===== config.mk =====
export PLATFORM = sky130hd
export DESIGN_NAME = mesh_router
export DESIGN_NICKNAME = d
export VERILOG_FILES = /design/src/rtl/mesh_router.sv
export SDC_FILE = /design/constraint.sdc
export NUM_CORES = 2
export LEC_CHECK = 0
export ABC_AREA = 1
export ABC_CLOCK_PERIOD_IN_PS = 9800
export CELL_PAD_IN_SITES_DETAIL_PLACEMENT = 1
export CELL_PAD_IN_SITES_GLOBAL_PLACEMENT = 1
export CORE_MARGIN = 4
export CORE_UTILIZATION = 42
export DETAILED_ROUTE_END_ITERATION = 16
export MAX_ROUTING_LAYER = met4
export PLACE_DENSITY_LB_ADDON = 0.1
export RECOVER_POWER = 50
export SLEW_MARGIN = 25
export SYNTH_ARGS = -nofsm -noshare
export SYNTH_HDL_FRONTEND = slang
export SYNTH_SLANG_ARGS = --single-unit

===== constraint.sdc =====
create_clock -name clk -period 9.8 [get_ports clk]
set_clock_uncertainty 0.05 [all_clocks]
set_input_delay 2.45 -clock clk [delete_from_list [all_inputs] [get_ports clk]]
set_output_delay 2.45 -clock clk [all_outputs]
set_load 0.05 [all_outputs]

===== src/rtl/mesh_router.sv =====
// rtl/mesh_router.sv - 5-port XY wormhole mesh router with per-output credit flow control
// Input FIFOs feed per-output round-robin arbiters; a head flit holds its output until the tail leaves.
module mesh_router #(
   parameter int DATA_W  = 32,
   parameter int COORD_W = 4,
   parameter int DEPTH   = 4,
   parameter int MY_X    = 0,
   parameter int MY_Y    = 0
) (
   input  logic                clk,
   input  logic                rst,
   input  logic [5*DATA_W-1:0] in_flit,
   input  logic [4:0]          in_valid,
   output logic [4:0]          credit_out,
   output logic [5*DATA_W-1:0] out_flit,
   output logic [4:0]          out_valid,
   input  logic [4:0]          credit_in,
   output logic [4:0]          overflow
);
   localparam int PW = (DEPTH > 1) ? $clog2(DEPTH) : 1;
   localparam int CW = $clog2(DEPTH + 1);

   logic [DATA_W-1:0]   mem_q [5][DEPTH];
   logic [PW-1:0]       rd_q [5];
   logic [PW-1:0]       wr_q [5];
   logic [CW-1:0]       cnt_q [5];
   logic [CW-1:0]       cred_q [5];
   logic [CW-1:0]       cred_d [5];
   logic [4:0]          rt_vld_q;
   logic [2:0]          rt_port_q [5];
   logic [4:0]          lock_q;
   logic [2:0]          lock_in_q [5];
   logic [2:0]          ptr_q [5];
   logic [2:0]          ptr_d [5];
   logic [5*DATA_W-1:0] out_flit_q;
   logic [4:0]          out_valid_q;
   logic [4:0]          credit_out_q;
   logic [4:0]          overflow_q;

   logic [DATA_W-1:0]   head_w [5];
   logic [2:0]          req_port [5];
   logic [4:0]          req_v;
   logic [4:0]          drop_v;
   logic [4:0]          pop_v;
   logic [4:0]          wr_v;
   logic [2:0]          gnt_in [5];
   logic [4:0]          gnt_v;

   function automatic logic [2:0] xy_route(input logic [2*COORD_W-1:0] dst);
      logic [COORD_W-1:0] dx;
      logic [COORD_W-1:0] dy;
      dx = dst[COORD_W-1:0];
      dy = dst[2*COORD_W-1:COORD_W];
      if (dx > COORD_W'(MY_X))      return 3'd2;
      else if (dx < COORD_W'(MY_X)) return 3'd4;
      else if (dy > COORD_W'(MY_Y)) return 3'd1;
      else if (dy < COORD_W'(MY_Y)) return 3'd3;
      return 3'd0;
   endfunction

   always_comb begin
      for (int p = 0; p < 5; p++) begin
         head_w[p]   = mem_q[p][rd_q[p]];
         req_v[p]    = 1'b0;
         drop_v[p]   = 1'b0;
         req_port[p] = 3'd0;
         if (cnt_q[p] != '0) begin
            // Types 01 and 11 both carry a destination; bit DATA_W-2 marks them.
            if (head_w[p][DATA_W-2]) begin
               req_v[p]    = 1'b1;
               req_port[p] = xy_route(head_w[p][2*COORD_W-1:0]);
            end else if (rt_vld_q[p]) begin
               req_v[p]    = 1'b1;
               req_port[p] = rt_port_q[p];
            end else begin
               drop_v[p] = 1'b1;
            end
         end
      end
   end

   always_comb begin
      logic [2:0] idx;
      idx = 3'd0;
      for (int o = 0; o < 5; o++) begin
         gnt_v[o]  = 1'b0;
         gnt_in[o] = 3'd0;
         if (lock_q[o]) begin
            gnt_in[o] = lock_in_q[o];
            gnt_v[o]  = req_v[lock_in_q[o]] && (req_port[lock_in_q[o]] == 3'(o));
         end else begin
            for (int k = 0; k < 5; k++) begin
               idx = 3'((int'(ptr_q[o]) + k) % 5);
               if (!gnt_v[o] && req_v[idx] && (req_port[idx] == 3'(o))) begin
                  gnt_v[o]  = 1'b1;
                  gnt_in[o] = idx;
               end
            end
         end
         if (cred_q[o] == '0) gnt_v[o] = 1'b0;
      end
   end

   always_comb begin
      pop_v = drop_v;
      for (int o = 0; o < 5; o++) begin
         if (gnt_v[o]) pop_v[gnt_in[o]] = 1'b1;
         ptr_d[o]  = (gnt_in[o] == 3'd4) ? 3'd0 : gnt_in[o] + 3'd1;
         cred_d[o] = cred_q[o];
         if (gnt_v[o] && !credit_in[o])
            cred_d[o] = cred_q[o] - CW'(1);
         else if (!gnt_v[o] && credit_in[o] && (cred_q[o] != CW'(DEPTH)))
            cred_d[o] = cred_q[o] + CW'(1);
      end
      for (int p = 0; p < 5; p++)
         wr_v[p] = in_valid[p] && ((cnt_q[p] != CW'(DEPTH)) || pop_v[p]);
   end

   always_ff @(posedge clk) begin
      for (int p = 0; p < 5; p++)
         if (wr_v[p]) mem_q[p][wr_q[p]] <= in_flit[p*DATA_W +: DATA_W];
   end

   always_ff @(posedge clk or posedge rst) begin
      if (rst) begin
         for (int p = 0; p < 5; p++) begin
            rd_q[p]      <= '0;
            wr_q[p]      <= '0;
            cnt_q[p]     <= '0;
            cred_q[p]    <= CW'(DEPTH);
            rt_port_q[p] <= 3'd0;
            lock_in_q[p] <= 3'd0;
            ptr_q[p]     <= 3'd0;
         end
         rt_vld_q     <= '0;
         lock_q       <= '0;
         out_flit_q   <= '0;
         out_valid_q  <= '0;
         credit_out_q <= '0;
         overflow_q   <= '0;
      end else begin
         out_valid_q  <= gnt_v;
         credit_out_q <= pop_v;
         for (int p = 0; p < 5; p++) begin
            if (wr_v[p])  wr_q[p] <= wr_q[p] + PW'(1);
            if (pop_v[p]) rd_q[p] <= rd_q[p] + PW'(1);
            cnt_q[p] <= cnt_q[p] + CW'(wr_v[p]) - CW'(pop_v[p]);
            if (in_valid[p] && !wr_v[p]) overflow_q[p] <= 1'b1;
         end
         for (int o = 0; o < 5; o++) begin
            cred_q[o] <= cred_d[o];
            if (gnt_v[o]) begin
               out_flit_q[o*DATA_W +: DATA_W] <= head_w[gnt_in[o]];
               case (head_w[gnt_in[o]][DATA_W-1 -: 2])
                  2'b01: begin
                     lock_q[o]            <= 1'b1;
                     lock_in_q[o]         <= gnt_in[o];
                     rt_vld_q[gnt_in[o]]  <= 1'b1;
                     rt_port_q[gnt_in[o]] <= 3'(o);
                     ptr_q[o]             <= ptr_d[o];
                  end
                  2'b11: ptr_q[o] <= ptr_d[o];
                  2'b10: begin
                     lock_q[o]           <= 1'b0;
                     rt_vld_q[gnt_in[o]] <= 1'b0;
                  end
                  default: ;
               endcase
            end
         end
      end
   end

   assign out_flit   = out_flit_q;
   assign out_valid  = out_valid_q;
   assign credit_out = credit_out_q;
   assign overflow   = overflow_q;
endmodule


==> results.md <==
Logic synthesis:
- Counting flops and latches in the post-synthesis netlist gives 920.
- The average footprint of a synthesized cell is 9.10 µm².
- Counting flops with a built-in enable in the synthesized netlist gives 640.
- The number of nets handed over by synthesis was 5,776.
- The Yosys step of the flow raised 0 warnings.
- Of all flip-flops after synthesis, the portion carrying an async set or reset was 30.4%.
- The sequential cell area fraction in the yosys report is 53.0%.
- Yosys mapped the design onto 77 distinct sky130hd cell types.
- Among all flip-flop cells after synthesis, the most frequent one is sky130_fd_sc_hd__edfxtp_1.
- Synthesis handed over a netlist of 5,441 instances.
- Summing every instance area after synthesis gives 49,500 µm².

CTS:
- The number of buffers added for setup after CTS is 0.
- In this run, post-CTS hold repair placed 0 buffers.
- The TritonCTS clock tree is yes.
- The deepest clock path buffer count is 3.
- CTS built an H-tree with a depth of 3.
- Clock-pin slew was measured on the worst setup and hold paths at 0.06 ns.
- In this run the clock root is driven by a sky130_fd_sc_hd__clkbuf_16.
- The post-cts gate resize count is 0.
- For the worst-skew pair, the clock arrives at the later sink with an insertion delay of 0.71 ns.
- The number of buffers created by CTS is 98.
- Counting every sink on the clock net gives 920.

Worst setup path:
- The element type at the critical path start is an input port.
- The critical path runs through a total of 4 cells.
- The number of buffers and inverters on the critical path is 4.
- The cell family contributing the most delay on the critical path is buffers and inverters.
- The critical path startpoint is rst.
- The data required time of the worst path is 9.59 ns.
- Walking the worst path, the cells encountered are dlygate4sd3_1 > clkinvlp_4 > clkbuf_1 > clkbuf_2.
- The maximum fanout count along the critical path is 108.
- The nature of the critical path endpoint is an asynchronous set/reset pin.
- Data arrives at the worst endpoint at 7.82 ns.
- The master of the slowest instance on the critical path is sky130_fd_sc_hd__clkbuf_2.
- The worst register-to-register path has a depth of 40.
- Across all register-to-register paths, the minimum setup slack is 1.90 ns.
- The critical register-to-register path startpoint is ptr_q[3].
- The critical path ends at rd_q[4].
- In this run the critical register-to-register path is captured at rt_vld_q[0].
- The critical path class is in2async.
- The delay contributed by the slowest stage of the critical path is 2.43 ns.

STA:
- Setup repair after global routing left no endpoint under its margin.
- The actual transition at the worst max-transition pin is 3.16 ns.
- The clock period could shrink to 8.03 ns.
- The share of the cycle needed by the critical path after routing is 82.0%.
- After routing, the total negative slack on setup checks comes to 0 ns.
- For this run, the top clock speed supported by timing is 124 MHz.
- The final count of negative-setup-slack endpoints is 0.
- The number of hold violations in the final report is 0.
- The number of pins with negative max-slew slack in the final report is 159.
- The worst relative slew slack is -111%.

Floorplanning:
- From bottom edge to top edge, the die measures 351 µm.
- The overall die area is 123,000 µm².
- The number of core rows is 125.
- The total core area is 117,000 µm².
- Once the floorplan was initialized, standard cells occupied 42.4% of the core.
- The die extent in x is 351 µm.
- During I/O placement, the number of pins put on the boundary was 347.

Global routing:
- The maximum number of pins on one net before global-route repair is 125.
- The initial antenna violation count is 23.
- The global-route wire length before repair is 295 mm.
- The number of global-route vias before repair is 44,035.
- The overall global routing resource usage is 33.4%.
- The total congestion overflow is 0.

Routing:
- After detailed routing, the number of remaining DRC violations is 0.
- The routed design has 204 mm of wire.
- The detailed router placed 43,435 vias in this run.
- The per-cell via count in the routed design is 5.90.
- The count of nets left with antenna violations once routing finished came out at 0.
- After detailed routing, the average wire length per cell comes to 27.7 µm.
- For this block, the initial DRC count from the detailed router was 3,874.
- The number of detailed-route iterations in the first pass is 6.

Finish:
- The final layout contains 6,076 nets.
- Of the cells placed in the final design, the portion with a size suffix greater than 1 is 9.55%.
- Fill cells in the final layout number 13,273.
- The area growth from synthesis to layout is 17.1%.

Place:
- The congestion estimate from routability-driven global placement came to 0.978.
- After legalization and detailed placement, the total HPWL measured 148 mm.
- In this run the tool buffered the top-level ports with 346 buffer cells.

Run status:
- The checks that failed: capacitance limit, slew limit.
- The run finished, with violations left.

Run:
- Max-cap violations in this run came to 2.

Min path:
- The type of the tightest min-delay check is reg2reg.
synthesized netlist by cell type (7+ instances only):
cell / count / area (µm²)
sky130_fd_sc_hd__nor2_1: 559 / 2100
sky130_fd_sc_hd__o21ai_0: 249 / 1250
sky130_fd_sc_hd__a31oi_1: 56 / 350
sky130_fd_sc_hd__fa_1: 10 / 200
sky130_fd_sc_hd__o21bai_1: 12 / 90.1
sky130_fd_sc_hd__buf_1: 24 / 90.1
sky130_fd_sc_hd__o211ai_1: 12 / 90.1
sky130_fd_sc_hd__nand3_2: 10 / 100
sky130_fd_sc_hd__o2111ai_1: 7 / 61.3
sky130_fd_sc_hd__ha_1: 153 / 1910
sky130_fd_sc_hd__a221oi_1: 7 / 61.3
sky130_fd_sc_hd__o21ai_1: 44 / 220
sky130_fd_sc_hd__a21oi_1: 373 / 1870
sky130_fd_sc_hd__inv_1: 479 / 1800
sky130_fd_sc_hd__nor2_4: 13 / 146
sky130_fd_sc_hd__inv_2: 55 / 206
sky130_fd_sc_hd__a41oi_2: 9 / 146
sky130_fd_sc_hd__o31ai_1: 7 / 52.6
sky130_fd_sc_hd__edfxtp_1: 640 / 19200
sky130_fd_sc_hd__o21a_1: 8 / 60.1
sky130_fd_sc_hd__buf_4: 15 / 113
sky130_fd_sc_hd__buf_2: 72 / 360
sky130_fd_sc_hd__a22oi_1: 69 / 518
sky130_fd_sc_hd__nor2_2: 32 / 200
sky130_fd_sc_hd__nor3_1: 39 / 195
sky130_fd_sc_hd__nand4_1: 64 / 400
sky130_fd_sc_hd__a41oi_1: 7 / 61.3
sky130_fd_sc_hd__clkbuf_1: 96 / 360
sky130_fd_sc_hd__nand2_4: 10 / 113
sky130_fd_sc_hd__o22ai_1: 175 / 1090
sky130_fd_sc_hd__nand2_1: 1167 / 4380
sky130_fd_sc_hd__nand3b_1: 10 / 75.1
sky130_fd_sc_hd__a32oi_1: 90 / 788
sky130_fd_sc_hd__xor2_1: 51 / 447
sky130_fd_sc_hd__nand3_1: 300 / 1500
sky130_fd_sc_hd__or2_2: 78 / 488
sky130_fd_sc_hd__nand2_2: 48 / 300
sky130_fd_sc_hd__buf_6: 13 / 146
sky130_fd_sc_hd__dfrtp_1: 275 / 6880
sky130_fd_sc_hd__xnor2_1: 17 / 149
how the worst min path moves through the flow:
| stage | start | to | depth (start not counted) |
|---|---|---|---|
| floorplan | cred_q[12] | cred_q[12] | 1 |
| global placement | cred_q[12] | cred_q[12] | 1 |
| detailed placement | cred_q[12] | cred_q[12] | 1 |
| CTS | cred_q[12] | cred_q[12] | 1 |
| global route | overflow[0] | overflow[0] | 1 |
| finish | cred_q[12] | cred_q[12] | 1 |
cell families after synthesis:
family                   Yosys count  synth area share [%]
AO/OA/AOI/OAI                   1161                  14.3
adder cells (fa/ha/maj)          163                  4.27
XOR/XNOR                          73                  1.39
flip-flops                       920                  53.0
AND/OR/NAND/NOR                 2357                  20.7
multiplexers                       2                0.0657
buffers and inverters            765                  6.32
layout by cell type, fill, tap and decap left out, types with 38 or more instances in the layout:
cell type                            n
sky130_fd_sc_hd__nand2_2            52
sky130_fd_sc_hd__nand4_1            64
sky130_fd_sc_hd__inv_1             475
sky130_fd_sc_hd__clkbuf_16         102
sky130_fd_sc_hd__nor3_1             38
sky130_fd_sc_hd__o22ai_1           173
sky130_fd_sc_hd__nand3_1           299
sky130_fd_sc_hd__a32oi_1            90
sky130_fd_sc_hd__nor2_1            538
sky130_fd_sc_hd__xor2_1             50
sky130_fd_sc_hd__o21ai_1            44
sky130_fd_sc_hd__nand2_1          1163
sky130_fd_sc_hd__clkdlybuf4s50_1   101
sky130_fd_sc_hd__a21oi_1           373
sky130_fd_sc_hd__inv_2              54
sky130_fd_sc_hd__dfrtp_1           270
sky130_fd_sc_hd__o21ai_0           249
sky130_fd_sc_hd__nor2_2             41
sky130_fd_sc_hd__or2_2              78
sky130_fd_sc_hd__dlygate4sd3_1     245
sky130_fd_sc_hd__ha_1              153
sky130_fd_sc_hd__a22oi_1            69
sky130_fd_sc_hd__edfxtp_1          640
sky130_fd_sc_hd__buf_4              68
sky130_fd_sc_hd__a31oi_1            56
final cells by class:
class,instances,area [µm²],share of cell area (%)
Timing Repair Buffer,421,4100,7.07
Clock inverter,60,652,1.12
Inverter,544,2060,3.55
Clock buffer,123,2690,4.64
Multi-Input combinational cell,3756,20300,35.0
Antenna cell,17,42.5,0.0733
Sequential cell,920,26200,45.2
Tap cell,1524,1910,3.29
metrics by stage:
stage	hold slack, ns	instances	setup WS (ns)	cell area, µm²	util (%)
after floorplan	0.392	5441	3.53	49500	-
after global placement	0.409	7160	2.19	54500	46.7
after detailed placement	0.410	7164	1.95	54600	46.8
after CTS	0.425	7347	1.92	57900	49.6
after global routing	0.437	7358	0.803	58000	49.7
final	0.417	7365	1.77	58000	49.7
per-layer routing:
| layer | up-vias | GRT usage (%) | wire length (µm) |
|---|---|---|---|
| li1 | 19377 | - | - |
| met1 | 21686 | 39.8 | 79400 |
| met2 | 1806 | 54.3 | 97900 |
| met3 | 566 | 5.09 | 13300 |
| met4 | 0 | 18.8 | 13400 |
| met5 | - | - | 0 |
flip-flops by register name, summed over array words and instances (netlist names), 10 cells and up:
name / flops
cnt_q: 15
cred_q: 15
lock_in_q: 15
mem_q: 640
out_flit: 160
ptr_q: 15
rd_q: 10
rt_port_q: 15
wr_q: 10
Power is not shown: default switching activity piles up to over one toggle a cycle in this logic, so the estimate is an artifact.
